**src/rtl/sb_tx_serial_ctrl.sv**
```systemverilog
// Sideband TX controller: pops 1..MAX_CHUNKS FIFO words per packet and streams them
// LSB-first as LANE_W-bit beats, followed by a mandatory low gap.
module sb_tx_serial_ctrl #(
  parameter int unsigned CHUNK_W    = 64,
  parameter int unsigned LANE_W     = 8,
  parameter int unsigned GAP_CYC    = 4,
  parameter int unsigned MAX_CHUNKS = 2
) (
  input  logic               i_clk,
  input  logic               i_rst_n,
  input  logic               i_flush,
  input  logic               i_fifo_empty,
  input  logic [CHUNK_W-1:0] i_fifo_rdata,
  input  logic               i_fifo_last,
  output logic               o_fifo_rd_en,
  output logic [LANE_W-1:0]  o_ser_data,
  output logic               o_ser_valid,
  output logic               o_pkt_done,
  output logic               o_drop,
  output logic               o_underrun,
  output logic               o_len_err,
  output logic               o_busy
);

  localparam int unsigned BEATS = CHUNK_W / LANE_W;
  localparam int unsigned BCW   = $clog2(BEATS);
  localparam int unsigned CCW   = $clog2(MAX_CHUNKS + 1);
  localparam int unsigned GCW   = (GAP_CYC < 2) ? 1 : $clog2(GAP_CYC + 1);

  typedef enum logic [1:0] {IDLE, FETCH, SHIFT, GAP} state_t;
  // Outcome of the continuation check, resolved one beat before it takes effect
  typedef enum logic [1:0] {PF_NONE, PF_REQ, PF_URUN, PF_LEN} pf_t;

  state_t             state_q, state_d;
  pf_t                pf_q, pf_d;
  logic [CHUNK_W-1:0] shift_q, shift_d;
  logic [BCW-1:0]     beat_q, beat_d;
  logic [CCW-1:0]     chunk_q, chunk_d;
  logic [GCW-1:0]     gap_q, gap_d;
  logic               last_q, last_d;

  logic               rd_en_d, ser_valid_d, done_d, drop_d, urun_d, len_err_d, busy_d;
  logic [LANE_W-1:0]  ser_data_d;
  logic               load, load_first, emit, end_pkt, to_idle;

  // Next-state and registered-output logic
  always_comb begin
    state_d     = state_q;
    pf_d        = pf_q;
    shift_d     = shift_q;
    beat_d      = beat_q;
    chunk_d     = chunk_q;
    gap_d       = gap_q;
    last_d      = last_q;
    rd_en_d     = 1'b0;
    ser_data_d  = '0;
    ser_valid_d = 1'b0;
    done_d      = 1'b0;
    drop_d      = 1'b0;
    urun_d      = 1'b0;
    len_err_d   = 1'b0;
    busy_d      = 1'b0;
    load        = 1'b0;
    load_first  = 1'b0;
    emit        = 1'b0;
    end_pkt     = 1'b0;
    to_idle     = 1'b0;

    case (state_q)
      IDLE: begin
        if (o_fifo_rd_en) begin
          state_d = FETCH;
        end else if (!i_fifo_empty) begin
          rd_en_d = 1'b1;
        end
      end
      FETCH: begin
        if (i_fifo_rdata == '0) begin
          drop_d  = 1'b1;
          to_idle = 1'b1;
        end else begin
          load       = 1'b1;
          load_first = 1'b1;
        end
      end
      SHIFT: begin
        if (beat_q == BCW'(BEATS - 1)) begin
          if (pf_q == PF_REQ) load = 1'b1;
          else                end_pkt = 1'b1;
        end else begin
          emit = 1'b1;
          if (beat_q == BCW'(BEATS - 2)) begin
            urun_d    = (pf_q == PF_URUN);
            len_err_d = (pf_q == PF_LEN);
            done_d    = (GAP_CYC == 0) && (pf_q != PF_REQ);
          end
        end
      end
      GAP: begin
        if (gap_q == '0) begin
          to_idle = 1'b1;
        end else begin
          gap_d  = gap_q - GCW'(1);
          done_d = (gap_q == GCW'(1));
        end
      end
      default: state_d = IDLE;
    endcase

    if (end_pkt) begin
      if (GAP_CYC == 0) begin
        to_idle = 1'b1;
      end else begin
        state_d = GAP;
        gap_d   = GCW'(GAP_CYC - 1);
        done_d  = (GAP_CYC == 1);
      end
    end

    // Returning to IDLE issues the next pop directly so packets stay GAP_CYC+2 apart
    if (to_idle) begin
      state_d = IDLE;
      rd_en_d = !i_fifo_empty;
    end

    if (load) begin
      state_d     = SHIFT;
      shift_d     = i_fifo_rdata >> LANE_W;
      ser_data_d  = i_fifo_rdata[LANE_W-1:0];
      ser_valid_d = 1'b1;
      beat_d      = '0;
      chunk_d     = load_first ? CCW'(1) : chunk_q + CCW'(1);
      last_d      = i_fifo_last;
      pf_d        = PF_NONE;
    end

    if (emit) begin
      shift_d     = shift_q >> LANE_W;
      ser_data_d  = shift_q[LANE_W-1:0];
      ser_valid_d = 1'b1;
      beat_d      = beat_q + BCW'(1);
    end

    // Continuation pop must be visible during beat BEATS-2 to land without a bubble
    if ((load || emit) && (beat_d == BCW'(BEATS - 2))) begin
      if (last_d) begin
        pf_d = PF_NONE;
      end else if (chunk_d < CCW'(MAX_CHUNKS)) begin
        if (i_fifo_empty) begin
          pf_d = PF_URUN;
        end else begin
          pf_d    = PF_REQ;
          rd_en_d = 1'b1;
        end
      end else begin
        pf_d = PF_LEN;
      end
    end

    if (i_flush) begin
      state_d     = IDLE;
      pf_d        = PF_NONE;
      shift_d     = '0;
      beat_d      = '0;
      chunk_d     = '0;
      gap_d       = '0;
      last_d      = 1'b0;
      rd_en_d     = 1'b0;
      ser_data_d  = '0;
      ser_valid_d = 1'b0;
      done_d      = 1'b0;
      drop_d      = 1'b0;
      urun_d      = 1'b0;
      len_err_d   = 1'b0;
    end

    busy_d = (state_d != IDLE);
  end

  // State and output registers
  always_ff @(posedge i_clk or negedge i_rst_n) begin
    if (!i_rst_n) begin
      state_q      <= IDLE;
      pf_q         <= PF_NONE;
      shift_q      <= '0;
      beat_q       <= '0;
      chunk_q      <= '0;
      gap_q        <= '0;
      last_q       <= 1'b0;
      o_fifo_rd_en <= 1'b0;
      o_ser_data   <= '0;
      o_ser_valid  <= 1'b0;
      o_pkt_done   <= 1'b0;
      o_drop       <= 1'b0;
      o_underrun   <= 1'b0;
      o_len_err    <= 1'b0;
      o_busy       <= 1'b0;
    end else begin
      state_q      <= state_d;
      pf_q         <= pf_d;
      shift_q      <= shift_d;
      beat_q       <= beat_d;
      chunk_q      <= chunk_d;
      gap_q        <= gap_d;
      last_q       <= last_d;
      o_fifo_rd_en <= rd_en_d;
      o_ser_data   <= ser_data_d;
      o_ser_valid  <= ser_valid_d;
      o_pkt_done   <= done_d;
      o_drop       <= drop_d;
      o_underrun   <= urun_d;
      o_len_err    <= len_err_d;
      o_busy       <= busy_d;
    end
  end

endmodule
```
**config.mk**
```make
export PLATFORM = sky130hd
export DESIGN_NAME = sb_tx_serial_ctrl
export DESIGN_NICKNAME = d
export VERILOG_FILES = /design/src/rtl/sb_tx_serial_ctrl.sv
export SDC_FILE = /design/constraint.sdc
export NUM_CORES = 1
export LEC_CHECK = 0
export CORE_MARGIN = 3
export CORE_UTILIZATION = 55
export CTS_CLUSTER_SIZE = 28
export DETAILED_ROUTE_END_ITERATION = 7
export GPL_ROUTABILITY_DRIVEN = 0
export PLACE_DENSITY = 0.85
export SYNTH_ARGS = -nofsm -noshare
export SYNTH_HDL_FRONTEND = slang
export SYNTH_SLANG_ARGS = --single-unit
```
**constraint.sdc**
```tcl
create_clock -name i_clk -period 5.1 [get_ports i_clk]
set_clock_uncertainty 0.15 [all_clocks]
set_input_delay 1.02 -clock i_clk [delete_from_list [all_inputs] [get_ports i_clk]]
set_output_delay 1.02 -clock i_clk [all_outputs]
set_load 0.03 [all_outputs]
```
==> load_flow_metrics.sql, run 1 <==
INSERT INTO impl_metrics (metric_group, metric, value, unit) VALUES
('pwr', 'power-per-cell-area', '264', 'nW/um^2'),
('floorplan', 'floorplan.die_area', '8680', 'um^2'),
('pwr', 'power.static_leakage', '2.20', 'nW'),
('clock_network', 'path_clk_slew', '0.08', 'ns'),
('clock_network', 'total_of_cells_resized_after_clock_tree_synthesis', '0', ''),
('drt', 'drc_violations_left', '0', ''),
('sta', 'final-hold-violation-count', '0', ''),
('clock_network', 'cts_hold_buf', '0', ''),
('sta', 'final.setup.tns', '0', 'ns'),
('status', 'status', 'finished clean', ''),
('sta', 'layout_worst_path_cycle_share', '76.6', '%'),
('pwr', 'seq_power_share', '50.6', '%'),
('pwr', 'power_switching_share', '23.8', '%'),
('finish', 'final_cells', '640', ''),
('worst_setup_path', 'critical-path-top-delay-family', 'simple AND/OR/NAND/NOR gates', ''),
('placement', 'dp_hpwl', '7.19', 'mm'),
('floorplan', 'floorplan.die.height', '93.2', 'um'),
('worst_setup_path', 'timing.critical_path.slowest_cell_delay', '0.66', 'ns'),
('clock_network', 'cts_post_setup_buffers_inserted', '0', ''),
('worst_setup_path', 'worst-path-max-fanout', '33', ''),
('worst_setup_path', 'setup_slack_reg_to_reg', '2.25', 'ns'),
('global_routing', 'initial_antenna_violation_count', '0', ''),
('sta', 'max_freq', '0.256', 'GHz'),
('worst_setup_path', 'cp_data_required_time', '5.19', 'ns'),
('global_routing', 'maximum_number_of_pins_on_one_net_before_global_route_repair', '113', ''),
('floorplan', 'floorplan.core_area', '7290', 'um^2'),
('floorplan', 'num_io_pins', '84', ''),
('drt', 'route.detailed.wl_per_inst', '16.3', 'um'),
('clock_network', 'worstSkewPairLatency', '0.35', 'ns'),
('drt', 'route.vias.total', '3769', ''),
('worst_setup_path', 'cp-start-kind', 'primary input', ''),
('worst_setup_path', 'rr_startpoint', 'beat_q[0]', ''),
('clock_network', 'clock_tree.htree_level_count', '3', ''),
('global_routing', 'globalRouteOverflowTotal', '0', ''),
('pwr', 'power.ir.vdd_worst', '0.152', 'mV'),
('sta', 'grt_setup_unrepaired', 'false', ''),
('drt', 'drt_iter0_markers', '239', ''),
('min_path', 'worst_hold_path_type', 'flop to flop', ''),
('global_routing', 'grt_pass1_vias', '3521', ''),
('clock_network', 'clock_tree_from_tritoncts', 'built', ''),
('clock_network', 'tritoncts_num_sinks', '84', ''),
('sta', 'setup_viol', '0', ''),
('sta', 'worst_hold_slack', '0.338', 'ns'),
('synthesis', 'synthesis_stage_register_bit_count', '84', ''),
('synthesis', 'portion_of_the_post_synthesis_area_used_by_sequential_elements', '50.3', '%'),
('min_path', 'worst_case_hold_path_end_point', 'o_underrun', ''),
('global_routing', 'grt_util_all_layers', '24.6', '%'),
('sta', 'worstMarginPinSlew', '1.09', 'ns'),
('pwr', 'clkPwrFrac', '37.8', '%'),
('synthesis', 'mapped_nets', '554', ''),
('drt', 'drt-total-wl', '10.4', 'mm'),
('finish', 'share_of_cells_above_drive_strength_1', '4.25', '%'),
('worst_setup_path', 'critical_path.n_buffers_inverters', '2', ''),
('clock_network', 'numCtsBuffers', '9', ''),
('synthesis', 'postSynthCellCount', '475', ''),
('drt', 'drtAntennaViolNets', '0', ''),
('clock_network', 'clock-root-buffer', 'clkbuf_8', ''),
('min_path', 'min-delay-start', 'pf_q[0]', ''),
('sta', 'period_minus_slack', '3.91', 'ns'),
('finish', 'antenna_cells', '0', ''),
('worst_setup_path', 'criticalPathCategory', 'primary input to flop', ''),
('global_routing', 'grt_first_pass_wirelength', '16.8', 'mm'),
('worst_setup_path', 'worst_ep_arrival_time', '4.00', 'ns'),
('placement', 'io_buffers', '83', ''),
('min_path', 'whs_path_depth', '1', ''),
('floorplan', 'die_x', '93.2', 'um'),
('finish', 'final.fill_count', '566', ''),
('pwr', 'p_int', '1.05', 'mW'),
('floorplan', 'row_count', '31', ''),
('worst_setup_path', 'critical_path.cell_chain', 'clkdlybuf4s50_1 -> nor4_1 -> nand4_1 -> nor4_4 -> o21a_2 -> buf_12 -> nand2_1 -> a311oi_1', ''),
('worst_setup_path', 'critPathCaptureType', 'flop', '');
==> final cells by class <==
class	instances	area (um^2)	area share [%]
clock inverters	4	72.6	1.39
flip-flops and latches	84	2100	40.3
inverters	8	30.0	0.575
clock buffers	12	145	2.78
multi-input cells	347	1890	36.2
repair buffers	86	858	16.4
well taps	99	124	2.37
==> state kept, by name (all words and copies together) (netlist names), 2 cells and up <==
register    count
beat_q          3
shift_q        56
pf_q            2
state_q         2
chunk_q         2
o_ser_data      8
gap_q           3
==> cells in the final DEF (no fill, tap or decap), drive strengths merged, types with 2 or more instances in the layout <==
cell type / netlist / routed
a21oi: 26 / 26
a311oi: 48 / 48
a32o: 2 / 2
buf: 10 / 5
bufinv: 0 / 2
clkbuf: 26 / 12
clkdlybuf4s50: 0 / 81
dfrtp: 84 / 84
ha: 10 / 10
inv: 8 / 8
mux2i: 2 / 2
nand2: 133 / 133
nand2b: 6 / 6
nand3: 13 / 13
nand4: 5 / 5
nor2: 60 / 60
nor2b: 4 / 4
nor3: 4 / 4
nor3b: 2 / 2
nor4: 18 / 18
o211ai: 2 / 2
o21a: 2 / 2
o21ai: 2 / 2
xnor2: 2 / 2
==> cell families (layout without fill, tap and decap cells) <==
kind of cell / count (synthesis) / count (layout) / synth area share [%]
AO/OA/AOI/OAI: 86 / 86 / 15.4
AND/OR/NAND/NOR: 247 / 247 / 25.4
XOR/XNOR: 2 / 2 / 0.419
flip-flops: 84 / 84 / 50.3
multiplexers: 2 / 2 / 0.479
adder cells (fa/ha/maj): 10 / 10 / 2.99
buffers and inverters: 44 / 110 / 5.00
==> metal layers <==
layer / GRT usage [%] / wire length (um) / up-vias / share of wire (%)
li1: - / - / 1786 / -
met4: 9.77 / 208 / 0 / 2.0
met2: 39.1 / 5150 / 147 / 49
met1: 33.5 / 4380 / 1815 / 42
met3: 4.83 / 678 / 21 / 6.5
met5: 0 / 0 / - / 0
==> worst max-delay path by stage <==
stage               depth (start not counted)          end        startpoint
floorplan                                   8       o_busy   i_fifo_rdata[6]
global placement                            8  shift_q[47]  i_fifo_rdata[33]
detailed placement                          8  shift_q[40]  i_fifo_rdata[33]
CTS                                         8  shift_q[31]  i_fifo_rdata[33]
global route                                8  shift_q[40]   i_fifo_rdata[6]
finish                                      8  shift_q[31]  i_fifo_rdata[33]
==> metrics by stage <==
step           instance area [um^2]  utilization, %  power, mW  worst slack [ns]
2_1_floorplan                  4180               -      0.775              2.29
6_report                       5220            71.6       1.38              1.19
4_1_cts                        5220            71.6       1.38              1.23
3_5_place_dp                   5000            68.6      0.869             0.855
5_1_grt                        5220            71.6       1.43             0.958
3_3_place_gp                   5000            68.6      0.865              1.01
==> cells in the mapped netlist, drive strengths merged <==
cell type / count / area (um^2)
nand2: 133 / 499
dfrtp: 84 / 2100
nor2: 60 / 225
a311oi: 48 / 420
a21oi: 26 / 130
clkbuf: 26 / 97.6
nor4: 18 / 128
nand3: 13 / 65.1
buf: 10 / 81.3
ha: 10 / 125
inv: 8 / 30.0
nand2b: 6 / 37.5
nand4: 5 / 31.3
nor2b: 4 / 25.0
nor3: 4 / 20.0
a32o: 2 / 20.0
mux2i: 2 / 20.0
nor3b: 2 / 15.0
o211ai: 2 / 15.0
o21a: 2 / 15.0
o21ai: 2 / 10.0
xnor2: 2 / 17.5
a21boi: 1 / 7.51
a31oi: 1 / 6.26
a32oi: 1 / 8.76
a41o: 1 / 10.0
and3: 1 / 6.26
nor4b: 1 / 8.76
==> power by group through the flow <==
stage	logic [mW]	registers (mW)	clock network, mW
floorplan	0.0641	0.711	0
global placement	0.156	0.709	0
detailed placement	0.159	0.710	0
CTS	0.160	0.697	0.526
global route	0.175	0.699	0.556
finish	0.160	0.697	0.521
Power figures use the tool's default switching activity.
==> run 2, diff against run 1 <==
CORE_UTILIZATION = 52   (was 55)
PLACE_DENSITY = 0.81   (was 0.85)
clock period = 3.9 ns   (was 5.1 ns; I/O delays follow)
==> run 2 against run 1 <==
Cell area grew 1.8%. Clock-buffer cell count shrank 3. Routed wire length grew 1.8%. Register-to-register slack lost 1.0 ns. Combinational power grew 33%. Core utilization shrank 3.2 points. Cell count grew 1.1%. Hold slack gained 0.011 ns. Worst setup slack lost 0.69 ns. Total power grew 40%. First-iteration DRC count grew 43%. Largest cell class unchanged.
==> load_flow_metrics.sql, run 2 (synthesis gave the netlist of run 1 again) <==
INSERT INTO impl_metrics (metric_group, metric, value, unit) VALUES
('global_routing', 'grt_util_all_layers', '23.7', '%'),
('floorplan', 'num_io_pins', '84', ''),
('pwr', 'power-per-cell-area', '364', 'nW/um^2'),
('worst_setup_path', 'setup_slack_reg_to_reg', '1.24', 'ns'),
('finish', 'largest_register_ff_count', '56', ''),
('pwr', 'combinational_cell_fraction_of_total_power', '11.0', '%'),
('finish', 'share_of_cells_above_drive_strength_1', '5.32', '%'),
('placement', 'dp_hpwl', '7.24', 'mm'),
('flow_run', 'cap_violations', '0', ''),
('sta', 'setup_viol', '0', ''),
('finish', 'regArea', '2100', 'um^2'),
('drt', 'routed_via_density', '5.83', ''),
('pwr', 'p_int', '1.49', 'mW'),
('worst_setup_path', 'r2r_end', 'shift_q[51]', ''),
('min_path', 'min-delay-start', 'pf_q[0]', ''),
('drt', 'met2_length', '5.26', 'mm'),
('clock_network', 'clock_tree_buffer_depth', '2', ''),
('pwr', 'power_switching_share', '23.0', '%'),
('drt', 'route.layer.met1.wl', '4.52', 'mm'),
('global_routing', 'grt_pass1_vias', '3593', ''),
('min_path', 'worst_case_hold_path_end_point', 'o_underrun', ''),
('worst_setup_path', 'cp-start-kind', 'primary input', ''),
('global_routing', 'globalRouteOverflowTotal', '0', ''),
('floorplan', 'die_x', '95.6', 'um'),
('sta', 'period_minus_slack', '3.40', 'ns'),
('clock_network', 'worstSkewPairLatency', '0.35', 'ns'),
('global_routing', 'maximum_number_of_pins_on_one_net_before_global_route_repair', '85', ''),
('drt', 'drc_violations_left', '0', ''),
('worst_setup_path', 'critPathCaptureType', 'flop', ''),
('clock_network', 'total_of_cells_resized_after_clock_tree_synthesis', '0', ''),
('global_routing', 'initial_antenna_violation_count', '0', ''),
('finish', 'most_frequent_cells_in_the_layout', 'nand2_1 (133), dfrtp_1 (84), clkdlybuf4s50_1 (81)', ''),
('clock_network', 'clock_tree_from_tritoncts', 'built', ''),
('drt', 'drt-total-wl', '10.6', 'mm'),
('sta', 'slew_headroom', '29.3', '%'),
('sta', 'max_freq', '0.294', 'GHz'),
('min_path', 'whs_path_depth', '1', ''),
('clock_network', 'cts_post_setup_buffers_inserted', '0', ''),
('global_routing', 'grt_first_pass_wirelength', '16.9', 'mm'),
('pwr', 'power.ir.vdd_worst', '0.202', 'mV'),
('finish', 'area_delta_synth_final', '27.1', '%'),
('floorplan', 'row_count', '32', ''),
('finish', 'final.fill_count', '626', ''),
('drt', 'route.detailed.wl_per_inst', '16.4', 'um'),
('drt', 'highest-signal-layer', 'met4', ''),
('min_path', 'worst_hold_path_type', 'flop to flop', ''),
('pwr', 'seq_power_share', '47.2', '%'),
('clock_network', 'clock-root-buffer', 'clkbuf_8', ''),
('finish', 'antenna_cells', '0', ''),
('status', 'status', 'finished clean', ''),
('pwr', 'clkPwrFrac', '41.8', '%'),
('drt', 'first_pass_iters', '5', ''),
('floorplan', 'initial_core_util', '53.8', '%'),
('worst_setup_path', 'ff2ff_path_depth', '6', ''),
('floorplan', 'floorplan.die_area', '9150', 'um^2'),
('pwr', 'total_power', '1.93', 'mW'),
('sta', 'layout_worst_path_cycle_share', '87.3', '%'),
('finish', 'most_frequent_standard_cell_in_the_layout_excluding_fill_and_tap_cells', 'nand2_1', ''),
('worst_setup_path', 'worst_ep_arrival_time', '3.49', 'ns'),
('worst_setup_path', 'criticalPathCategory', 'primary input to flop', ''),
('sta', 'final.setup.tns', '0', 'ns'),
('floorplan', 'floorplan.die.height', '95.6', 'um'),
('finish', 'multi_input_area', '1890', 'um^2'),
('clock_network', 'clock_tree.htree_level_count', '3', ''),
('clock_network', 'cts_hold_buf', '0', ''),
('pwr', 'power.switching', '445', 'uW'),
('finish', 'regMostFlops', 'shift_q', ''),
('clock_network', 'numCtsBuffers', '9', ''),
('drt', 'drt_iter0_markers', '342', ''),
('floorplan', 'floorplan.core_area', '7770', 'um^2'),
('placement', 'io_buffers', '83', ''),
('pwr', 'power.static_leakage', '2.24', 'nW'),
('worst_setup_path', 'rr_startpoint', 'beat_q[1]', ''),
('drt', 'route.vias.total', '3769', ''),
('drt', 'met3_wirelength_from_detailed_routing', '704', 'um'),
('finish', 'layout_top_registers', 'shift_q: 56 flops, o_ser_data: 8 flops', ''),
('clock_network', 'tritoncts_num_sinks', '84', ''),
('sta', 'slew_viol_final', '0', ''),
('worst_setup_path', 'worst-path-max-fanout', '55', ''),
('worst_setup_path', 'cp_data_required_time', '3.98', 'ns'),
('finish', 'layout.nets', '619', ''),
('drt', 'drtAntennaViolNets', '0', ''),
('sta', 'worstMarginPinSlew', '1.06', 'ns'),
('sta', 'grt_setup_unrepaired', 'false', ''),
('clock_network', 'path_clk_slew', '0.09', 'ns'),
('sta', 'final-hold-violation-count', '0', '');
==> run 2: worst max-delay path by stage <==
stage,cells past startpoint,start,to
final,8,i_fifo_rdata[34],shift_q[40]
after global routing,8,i_fifo_rdata[33],shift_q[18]
after CTS,8,i_fifo_rdata[33],shift_q[40]
after detailed placement,8,i_fifo_rdata[33],shift_q[39]
after global placement,8,i_fifo_rdata[33],shift_q[13]
after floorplan,8,i_fifo_rdata[6],o_busy
==> run 2: layout make-up <==
cell class                      count  area share [%]
Tap cell                          102            2.40
Clock buffer                        9            2.33
Clock inverter                      7            2.62
Sequential cell                    84            39.6
Timing Repair Buffer               90            17.0
Inverter                            8           0.566
Multi-Input combinational cell    347            35.5
==> run 2: power groups by stage <==
stage               sequential, mW  combinational (mW)  clock [mW]
floorplan                    0.930              0.0838           0
global placement             0.927               0.207           0
detailed placement           0.928               0.211           0
CTS                          0.911               0.213       0.814
global route                 0.914               0.232       0.856
finish                       0.911               0.213       0.808
==> run 2: routing by layer <==
layer  up-vias  GRT usage (%)
met1      1828           33.1
met5         -              0
li1       1793              -
met4         0           7.23
met3        11           4.26
met2       137           37.9
==> run 2: critical path, stage by stage <==
cell and delay [ns]:
clkdlybuf4s50_1 0.45, nor4_1 0.55, nand4_1 0.27, nor4_4 0.51, o21a_2 0.25, buf_12 0.24, nand2_1 0.08, a311oi_1 0.32
==> run 2: per-stage QoR <==
step | hold WS [ns] | worst slack [ns] | utilization, % | std cells | cell area [um^2]
2_1_floorplan | 0.295 | 1.33 | - | 475 | 4180
3_3_place_gp | 0.322 | 0.200 | 65.0 | 631 | 5050
3_5_place_dp | 0.338 | 0.209 | 65.0 | 631 | 5050
4_1_cts | 0.352 | 0.536 | 68.4 | 647 | 5310
5_1_grt | 0.364 | 0.293 | 68.4 | 647 | 5310
6_report | 0.348 | 0.497 | 68.4 | 647 | 5310
